--- config.mk ---
export PLATFORM = sky130hd
export DESIGN_NAME = alu_decode_stage_flat
export DESIGN_NICKNAME = d
export VERILOG_FILES = /design/src/rtl/alu_decode_stage_pkg.sv /design/src/rtl/alu_decode_stage_if.sv /design/src/rtl/alu_decode_stage_decoder.sv /design/src/rtl/alu_decode_stage.sv /design/src/flat_wrapper.sv
export SDC_FILE = /design/constraint.sdc
export NUM_CORES = 1
export LEC_CHECK = 0
export ABC_CLOCK_PERIOD_IN_PS = 2530
export BUFFER_PORTS_ARGS = -buffer_cell sky130_fd_sc_hd__buf_2
export CAP_MARGIN = 20
export CORE_ASPECT_RATIO = 1.75
export CORE_MARGIN = 2
export CORE_UTILIZATION = 48
export CTS_BUF_LIST = sky130_fd_sc_hd__clkbuf_8
export DETAILED_ROUTE_END_ITERATION = 8
export PLACE_DENSITY = 0.88
export SYNTH_ARGS = -nofsm -noshare
export SYNTH_HDL_FRONTEND = slang
export SYNTH_SLANG_ARGS = --single-unit
--- constraint.sdc ---
create_clock -name clk_i -period 2.53 [get_ports clk_i]
set_clock_uncertainty 0.1 [all_clocks]
set_input_delay 0.6325 -clock clk_i [delete_from_list [all_inputs] [get_ports clk_i]]
set_output_delay 0.6325 -clock clk_i [all_outputs]
set_load 0.01 [all_outputs]
--- src/rtl/alu_decode_stage_pkg.sv ---
// Shared configuration for the ALU decode stage: op codes, opcodes, operand width, decode record.
package pkg_config;

  localparam int unsigned DATA_WIDTH = 32;

  localparam logic [5:0] ALU_NOP  = 6'b000000;
  localparam logic [5:0] ALU_ADD  = 6'b011001;
  localparam logic [5:0] ALU_SUB  = 6'b011011;
  localparam logic [5:0] ALU_AND  = 6'b011101;
  localparam logic [5:0] ALU_OR   = 6'b011111;
  localparam logic [5:0] ALU_XOR  = 6'b100001;
  localparam logic [5:0] ALU_SLT  = 6'b100011;
  localparam logic [5:0] ALU_SLTU = 6'b100101;
  localparam logic [5:0] ALU_SLL  = 6'b100111;
  localparam logic [5:0] ALU_SRL  = 6'b101001;
  localparam logic [5:0] ALU_SRA  = 6'b101011;

  localparam logic [6:0] OPC_OP     = 7'b0110011;
  localparam logic [6:0] OPC_OP_IMM = 7'b0010011;
  localparam logic [6:0] OPC_LUI    = 7'b0110111;
  localparam logic [6:0] OPC_AUIPC  = 7'b0010111;

  typedef struct packed {
    logic [5:0]            alu_op;
    logic [DATA_WIDTH-1:0] a;
    logic [DATA_WIDTH-1:0] b;
    logic [4:0]            rd;
    logic                  rd_we;
    logic                  illegal;
  } decode_t;

  // alt selects SUB/SRA; only meaningful for funct3 000 and 101
  function automatic logic [5:0] alu_op_for(input logic [2:0] funct3, input logic alt);
    logic [5:0] op;
    case (funct3)
      3'b000:  op = alt ? ALU_SUB : ALU_ADD;
      3'b001:  op = ALU_SLL;
      3'b010:  op = ALU_SLT;
      3'b011:  op = ALU_SLTU;
      3'b100:  op = ALU_XOR;
      3'b101:  op = alt ? ALU_SRA : ALU_SRL;
      3'b110:  op = ALU_OR;
      default: op = ALU_AND;
    endcase
    return op;
  endfunction

endpackage

--- src/rtl/alu_decode_stage_if.sv ---
// Handshake and payload bundle of the ALU decode stage; slave is the stage, master its environment.
interface alu_decode_stage_if;
  import pkg_config::*;

  logic                  flush_i;
  logic                  in_valid_i;
  logic                  in_ready_o;
  logic [31:0]           instr_i;
  logic [DATA_WIDTH-1:0] pc_i;
  logic [DATA_WIDTH-1:0] rs1_data_i;
  logic [DATA_WIDTH-1:0] rs2_data_i;
  logic                  out_valid_o;
  logic                  out_ready_i;
  logic [5:0]            alu_op_o;
  logic [DATA_WIDTH-1:0] a_o;
  logic [DATA_WIDTH-1:0] b_o;
  logic [4:0]            rd_o;
  logic                  rd_we_o;
  logic                  illegal_o;

  modport slave (
    input  flush_i, in_valid_i, instr_i, pc_i, rs1_data_i, rs2_data_i, out_ready_i,
    output in_ready_o, out_valid_o, alu_op_o, a_o, b_o, rd_o, rd_we_o, illegal_o
  );

  modport master (
    output flush_i, in_valid_i, instr_i, pc_i, rs1_data_i, rs2_data_i, out_ready_i,
    input  in_ready_o, out_valid_o, alu_op_o, a_o, b_o, rd_o, rd_we_o, illegal_o
  );

endinterface

--- src/rtl/alu_decode_stage_decoder.sv ---
// Combinational RV32I OP/OP-IMM/LUI/AUIPC decoder producing ALU op and operands.
// Malformed funct7 checking is enabled by ALU_DECODE_ILLEGAL_EN.
module alu_op_decoder
  import pkg_config::*;
(
  input  logic [31:0]           instr,
  input  logic [DATA_WIDTH-1:0] pc,
  input  logic [DATA_WIDTH-1:0] rs1_data,
  input  logic [DATA_WIDTH-1:0] rs2_data,
  output decode_t               dec
);

  logic [6:0] opcode;
  logic [2:0] funct3;
  logic       is_alu;
  logic       legal;

  assign opcode = instr[6:0];
  assign funct3 = instr[14:12];

`ifdef ALU_DECODE_ILLEGAL_EN
  logic [6:0] funct7;
  assign funct7 = instr[31:25];
`endif

  always_comb begin
    dec    = '0;
    is_alu = 1'b0;
    legal  = 1'b1;
    dec.rd = instr[11:7];
    case (opcode)
      OPC_OP: begin
        is_alu     = 1'b1;
        dec.a      = rs1_data;
        dec.b      = rs2_data;
        dec.alu_op = alu_op_for(funct3, instr[30]);
`ifdef ALU_DECODE_ILLEGAL_EN
        legal = (funct7 == 7'b0000000) ||
                ((funct7 == 7'b0100000) && ((funct3 == 3'b000) || (funct3 == 3'b101)));
`endif
      end
      OPC_OP_IMM: begin
        is_alu     = 1'b1;
        dec.a      = rs1_data;
        dec.b      = DATA_WIDTH'($signed(instr[31:20]));
        // no SUBI: bit 30 only picks SRAI, elsewhere it is immediate data
        dec.alu_op = alu_op_for(funct3, instr[30] && (funct3 == 3'b101));
`ifdef ALU_DECODE_ILLEGAL_EN
        if (funct3 == 3'b001)
          legal = (funct7 == 7'b0000000);
        else if (funct3 == 3'b101)
          legal = (funct7 == 7'b0000000) || (funct7 == 7'b0100000);
`endif
      end
      OPC_LUI: begin
        is_alu     = 1'b1;
        dec.alu_op = ALU_ADD;
        dec.b      = DATA_WIDTH'({instr[31:12], 12'h000});
      end
      OPC_AUIPC: begin
        is_alu     = 1'b1;
        dec.alu_op = ALU_ADD;
        dec.a      = pc;
        dec.b      = DATA_WIDTH'({instr[31:12], 12'h000});
      end
      default: ;
    endcase
    if (!legal) begin
      dec.alu_op  = ALU_NOP;
      dec.a       = '0;
      dec.b       = '0;
      dec.illegal = 1'b1;
      is_alu      = 1'b0;
    end
    dec.rd_we = is_alu && (dec.rd != 5'd0);
  end

endmodule

--- src/rtl/alu_decode_stage.sv ---
// Registered ALU decode stage: one-entry valid/ready register in front of execute.
module alu_decode_stage
  import pkg_config::*;
(
  input  logic               clk_i,
  input  logic               rst_i,
  alu_decode_stage_if.slave  bus
);

  decode_t dec;
  decode_t entry_d, entry_q;
  logic    valid_d, valid_q;
  logic    in_ready;
  logic    accept;

  alu_op_decoder u_decoder (
    .instr    (bus.instr_i),
    .pc       (bus.pc_i),
    .rs1_data (bus.rs1_data_i),
    .rs2_data (bus.rs2_data_i),
    .dec      (dec)
  );

  assign in_ready = !valid_q || bus.out_ready_i;
  assign accept   = bus.in_valid_i && in_ready;

  always_comb begin
    entry_d = entry_q;
    valid_d = valid_q;
    if (bus.flush_i) begin
      valid_d = 1'b0;
    end else if (accept) begin
      entry_d = dec;
      valid_d = 1'b1;
    end else if (bus.out_ready_i) begin
      valid_d = 1'b0;
    end
  end

  always_ff @(posedge clk_i) begin
    if (rst_i) begin
      valid_q <= 1'b0;
      entry_q <= '0;
    end else begin
      valid_q <= valid_d;
      entry_q <= entry_d;
    end
  end

  assign bus.in_ready_o  = in_ready;
  assign bus.out_valid_o = valid_q;
  assign bus.alu_op_o    = entry_q.alu_op;
  assign bus.a_o         = entry_q.a;
  assign bus.b_o         = entry_q.b;
  assign bus.rd_o        = entry_q.rd;
  assign bus.rd_we_o     = entry_q.rd_we;
  assign bus.illegal_o   = entry_q.illegal;

endmodule

--- src/flat_wrapper.sv ---
// flat-port wrapper written by rule: the top's interface ports become plain ports
module alu_decode_stage_flat import pkg_config::*;
  (clk_i, rst_i, bus_flush_i, bus_in_valid_i, bus_instr_i, bus_pc_i, bus_rs1_data_i, bus_rs2_data_i, bus_out_ready_i, bus_in_ready_o, bus_out_valid_o, bus_alu_op_o, bus_a_o, bus_b_o, bus_rd_o, bus_rd_we_o, bus_illegal_o);
  alu_decode_stage_if bus_i ();
  input  logic clk_i;
  input  logic rst_i;
  input wire logic [$bits(bus_i.flush_i)-1:0] bus_flush_i;
  input wire logic [$bits(bus_i.in_valid_i)-1:0] bus_in_valid_i;
  input wire logic [$bits(bus_i.instr_i)-1:0] bus_instr_i;
  input wire logic [$bits(bus_i.pc_i)-1:0] bus_pc_i;
  input wire logic [$bits(bus_i.rs1_data_i)-1:0] bus_rs1_data_i;
  input wire logic [$bits(bus_i.rs2_data_i)-1:0] bus_rs2_data_i;
  input wire logic [$bits(bus_i.out_ready_i)-1:0] bus_out_ready_i;
  output wire logic [$bits(bus_i.in_ready_o)-1:0] bus_in_ready_o;
  output wire logic [$bits(bus_i.out_valid_o)-1:0] bus_out_valid_o;
  output wire logic [$bits(bus_i.alu_op_o)-1:0] bus_alu_op_o;
  output wire logic [$bits(bus_i.a_o)-1:0] bus_a_o;
  output wire logic [$bits(bus_i.b_o)-1:0] bus_b_o;
  output wire logic [$bits(bus_i.rd_o)-1:0] bus_rd_o;
  output wire logic [$bits(bus_i.rd_we_o)-1:0] bus_rd_we_o;
  output wire logic [$bits(bus_i.illegal_o)-1:0] bus_illegal_o;
  assign bus_i.flush_i = bus_flush_i;
  assign bus_i.in_valid_i = bus_in_valid_i;
  assign bus_i.instr_i = bus_instr_i;
  assign bus_i.pc_i = bus_pc_i;
  assign bus_i.rs1_data_i = bus_rs1_data_i;
  assign bus_i.rs2_data_i = bus_rs2_data_i;
  assign bus_i.out_ready_i = bus_out_ready_i;
  assign bus_in_ready_o = bus_i.in_ready_o;
  assign bus_out_valid_o = bus_i.out_valid_o;
  assign bus_alu_op_o = bus_i.alu_op_o;
  assign bus_a_o = bus_i.a_o;
  assign bus_b_o = bus_i.b_o;
  assign bus_rd_o = bus_i.rd_o;
  assign bus_rd_we_o = bus_i.rd_we_o;
  assign bus_illegal_o = bus_i.illegal_o;
  alu_decode_stage u_core (.clk_i(clk_i), .rst_i(rst_i), .bus(bus_i));
endmodule
# Yosys cells after proc, flatten, opt, wreduce, memory -nomap -nowiden
# Index checks and enable logic that the tools add are counted.
# word_totals
input_bits,133
output_inout_bits,79
ff_bits,77
# op_classes
n_eq_ne,10
bitwise,1
n_mux,12
n_reduce_logical,13
# op_table
cell,n
one-hot mux 32 bit (3 select lines),1
one-hot mux 6 bit (7 select lines),2
one-hot mux 32 bit (2 select lines),1
one-hot mux 6 bit (3 select lines),1
"equality test 7 x 5 -> 1 bit, second input constant",2
"equality test 7 x 6 -> 1 bit, second input constant",2
"equality test 3 bit, second input constant",3
two-way mux 2 bit,4
"equality test 3 x 2 -> 1 bit, second input constant",2
OR reduction 2 bit,3
nonzero test 5 bit,1
OR reduction 4 bit,1
"equality test 3 x 1 -> 1 bit, second input constant",1
logical AND 1 bit,3
logical NOT 3 bit,1
two-way mux 1 bit,3
AND reduction 2 bit,1
nonzero test 2 bit,1
logical NOT 1 bit,1
logical OR 1 bit,1
inverter 1 bit,1

# Depth between registers and ports, before layout
# logic_depth
word_depth,5
ltp_mapped,7
ltp_nobuf,4

# Modules after synthesis
# From an unflattened synthesis, not the netlist that was laid out.
# unflattened
cells_unflattened,543
hier_area_um2,4687.0
# modules_own_cells
mod,seq_area_each_um2,instances,area_per_inst_um2,cells_each
alu_decode_stage,1561.5,1,3513.4,340
alu_op_decoder,0.0,1,1173.6,203

# Worst setup path before layout
# No wires, ideal clock.
# synth_timing
path_kind,input-to-reg
start,in bus_out_ready_i
end,reg u_core.entry_q (netlist bit u_core.bus.a_o[28])
setup_ns,0.123
t_arrival_ns,1.615
path_slack_ns,0.692
stages,6
path_buffers,2
cell_sequence,nand2b_2 > a21oi_1 > buf_2 > buf_4 > and2_0 > a221o_2
# synth_via
elab_chain_cells,3
# synth_lines
item,line,rtl
start: declaration,flat_wrapper.sv:13,input wire logic [$bits(bus_i.out_ready_i)-1:0] bus_out_ready_i;
logical OR 1 bit,alu_decode_stage.sv:24,assign in_ready = !valid_q || bus.out_ready_i;
logical AND 1 bit,alu_decode_stage.sv:25,assign accept = bus.in_valid_i && in_ready;
AND reduction 2 bit (no line),--,
end signal: assignment,alu_decode_stage.sv:46,entry_q <= entry_d;
end: declaration,alu_decode_stage.sv:11,"decode_t entry_d, entry_q;"
# Every way passes these cells.
# A chain may end at the register's enable or synchronous reset.

# Worst setup path in the final report
# layout_timing
start,in bus_out_ready_i
end,reg u_core.entry_q (netlist bit u_core.bus.b_o[27])
# The elaborated chain is that of the path after synthesis.

==> metrics.md <==
| Metric | Value |
|---|---|
| Dpl cells | `649` |
| Post-CTS sizing | `0` |
| Fmax | `515 MHz` |
| Count of final setup violators | `0` |
| Detailed-routing iteration count for the pre-antenna-repair pass | `4` |
| Post-route design area | `~4600 µm²` |
| Num CTS Buffers | `9` |
| Critical-path cell list | `buf_2, nand2b_2, a21oi_4, buf_12, nand2_1, o21ai_1` |
| Total Routed Length | `a little over 10000 µm` |
| Power per cell area | `506 nW/µm²` |
| Core footprint | `slightly below 7000 µm²` |
| Worst Path Max Fanout | `43` |
| RSZ-0062 raised after global routing | `false` |
| Maximum number of pins on one net before global-route repair | `44` |
| Final period util | `76.7%` |
| Worst-Skew Late Latency | `roughly 0.34 ns` |
| Layout fillers | `580` |
| Post-Place Setup Slack | `~0.21 ns` |
| Clock root cell | `clkbuf_8` |
| GRT met2 Usage | `45.7%` |
| Worst Path Buf+Inv | `2` |
| Setup repair bufs after CTS | `0` |
| Layout area overhead | `35.5%` |
| Vias in the first global route | `approximately 3400` |
| CTS Sinks | `between 70 and 80` |
| Area after DPL | `4470 µm²` |
| Die H | `~120 µm` |
| Hold Crit Depth | `2` |
| First-pass GRT wire length | `15200 µm` |
| Worst endpoint data arrival time | `~2.1 ns` |
| Fin cells | `approximately 660` |
| Critical path's largest stage delay | `0.77 ns` |
| Number of synthesized flops with an enable pin | `0` |
| Mapped Area | `3430 µm²` |
| Wire per inst | `15.3 µm` |
| Yosys warns | `0` |
| Fin worst setup slack | `between 0.5 and 0.6 ns` |
| GP Congestion | `0.888` |
| Worst slew pin tran | `0.942 ns` |
| # Max-Cap Violations | `0` |
| Seq cells post-synth | `77` |
| Async S/R FF share, synth | `0%` |
| Via count | `between 3000 and 4000` |
| Reg2reg setup slack | `0.71 ns` |
| PortBufs | `210` |
| Required @ worst endpoint | `between 2 and 3 ns` |
| GR peak layer | `met2` |
| Htree depth | `3` |
| Die area | `between 7000 and 8000 µm²` |
| Synth Flop Type | `dfxtp_1` |
| Slew Limit Fails | `0` |
| FP Rows | `40` |
| Mapped Avg Cell Area | `8.99 µm²` |
| Final core occ | `roughly two thirds` |
| Initial antenna violation count | `0` |
| WHS Endpoint | `u_core.bus.b_o[29]` |
| Post-Synthesis Cells | `381` |
| # diodes | `0` |
| Syn nets | `514` |
| Sequential element share of the synthesized area | `45.0%` |
| CTS Buffer Depth | `2` |
| Hold_buf cts | `0` |
| Run status | `completed` |
| Drt drc | `0` |
| Crit Path Class | `input port to flop` |
| Hold_sp | `u_core.bus.b_o[29]` |
| Reg2Reg Depth | `5` |
| Final hold vios | `0` |
| CTS clk-pin slew, worst paths | `roughly 0.070 ns` |
| Routing usage on met3 | `6.89%` |
| Most common cell after layout, fill and taps aside | `buf_2` |
| Antenna Violating Nets Remaining | `0` |
| Startpoint types | `input port` |
| Number of primary I/O pins | `212` |
| CP top delay family | `compound AO/OA/AOI/OAI gates` |
| Starting Density | `49.6%` |
| Final nets | `709` |
| RR Endpoint | `u_core.bus.b_o[27]` |
| DR iter-0 viols | `200` |
| GRT overflow | `0` |
| GRT Total Usage | `about a quarter` |
| Die W | `67.9 µm` |
| Slew HR | `37.1%` |
| Period minus WS final | `1.94 ns` |
| Crit. End Element | `flop` |
| Unique cell type count in the Yosys netlist | `37` |
| VDD IR-drop max | `0.341 mV` |
| DP HPWL | `7650 µm` |
| DR vias/cell | `~5.4` |
| Commonest non-fill, non-tap cells in the layout | `buf_2 (210), dfxtp_1 (77), nand2_1 (68), a21oi_1 (59), a221o_2 (29)` |
| Fraction of layout cells with a size suffix above 1 | `48.4%` |
| Reg2reg start | `u_core.bus.out_valid_o` |
| P_leak | `~2.3 nW` |
| CTS tree | `yes` |
| Total negative slack | `0 ns` |
| GR Util met1 | `27.5%` |
| Hold WC Path Type | `flop to flop` |
| Slowest cell on the critical path | `a21oi_4` |
## report_power, final
group	switching, mW	leakage, nW	internal, mW	total [mW]
Sequential	0.00408	0.621	1.22	1.22
Clock	0.414	0.104	0.435	0.849
Combinational	0.145	1.53	0.132	0.277
Total	0.563	2.26	1.79	2.35
## logic make-up after synthesis
logic type	share of synthesized area, %
flops	45.0
compound gates	23.7
other cells	0.109
mux	4.24
buf+inv	6.39
simple gates	20.5
## through the flow
step	total power, mW	hold WS, ns
CTS	2.36	0.346
finish	2.35	0.345
global route	2.45	0.378
global placement	1.52	0.331
detailed placement	1.52	0.336
floorplan	1.38	0.370
## worst register-to-register path: cells and delay by family, from the launching register on
| family | cells | cell delay (ns) |
|---|---|---|
| AO/OA/AOI/OAI | 2 | 0.86 |
| flip-flops | 1 | 0.36 |
| AND/OR/NAND/NOR | 2 | 0.19 |
| buffers and inverters | 1 | 0.24 |
## layout make-up
| cell class | instances | area, µm² | area share, % |
|---|---|---|---|
| repair buffers | 218 | 1140 | 24.5 |
| inverters | 2 | 7.51 | 0.162 |
| clock inverters | 6 | 50.0 | 1.08 |
| well taps | 84 | 105 | 2.26 |
| clock buffers | 9 | 124 | 2.67 |
| multi-input cells | 268 | 1680 | 36.1 |
| flip-flops and latches | 77 | 1540 | 33.2 |
## state kept, by name, summed over array words and instances, names as in the netlist
| name | cells |
|---|---|
| u_core.bus.rd_we_o | 1 |
| u_core.bus.alu_op_o | 6 |
| u_core.bus.a_o | 32 |
| u_core.bus.out_valid_o | 1 |
| u_core.bus.rd_o | 5 |
| u_core.bus.b_o | 32 |
## per-layer routing
layer	wire [µm]	share of wire, %
met5	0	0
met4	220	2.2
met3	701	6.9
met2	5480	54
met1	3770	37
## how the worst max path moves through the flow
stage                     slack [ns]                  to  cells past startpoint             from
after floorplan                 0.69  u_core.bus.a_o[28]                      6  bus_out_ready_i
after global placement          0.33  u_core.bus.b_o[26]                      6  bus_out_ready_i
after detailed placement        0.21  u_core.bus.b_o[27]                      6  bus_out_ready_i
after CTS                       0.58  u_core.bus.b_o[27]                      6  bus_out_ready_i
after global routing            0.45  u_core.bus.b_o[22]                      6  bus_out_ready_i
final                           0.59  u_core.bus.b_o[27]                      6  bus_out_ready_i
## cell usage after synthesis (3+ instances only)
cell	count	share of area, %
buf_2	6	0.88
o21ai_0	3	0.44
nand2_1	68	7.5
clkbuf_1	15	1.6
and2_0	11	2.0
a221o_1	3	0.88
o21ai_1	20	2.9
buf_4	4	0.88
mux2_2	12	3.9
buf_6	8	2.6
a221o_2	29	9.5
nand3_1	13	1.9
and2_1	22	4.0
a21oi_1	60	8.8
dfxtp_1	77	45
nor2_1	3	0.33
No activity file was read; power rests on OpenSTA's default activity.
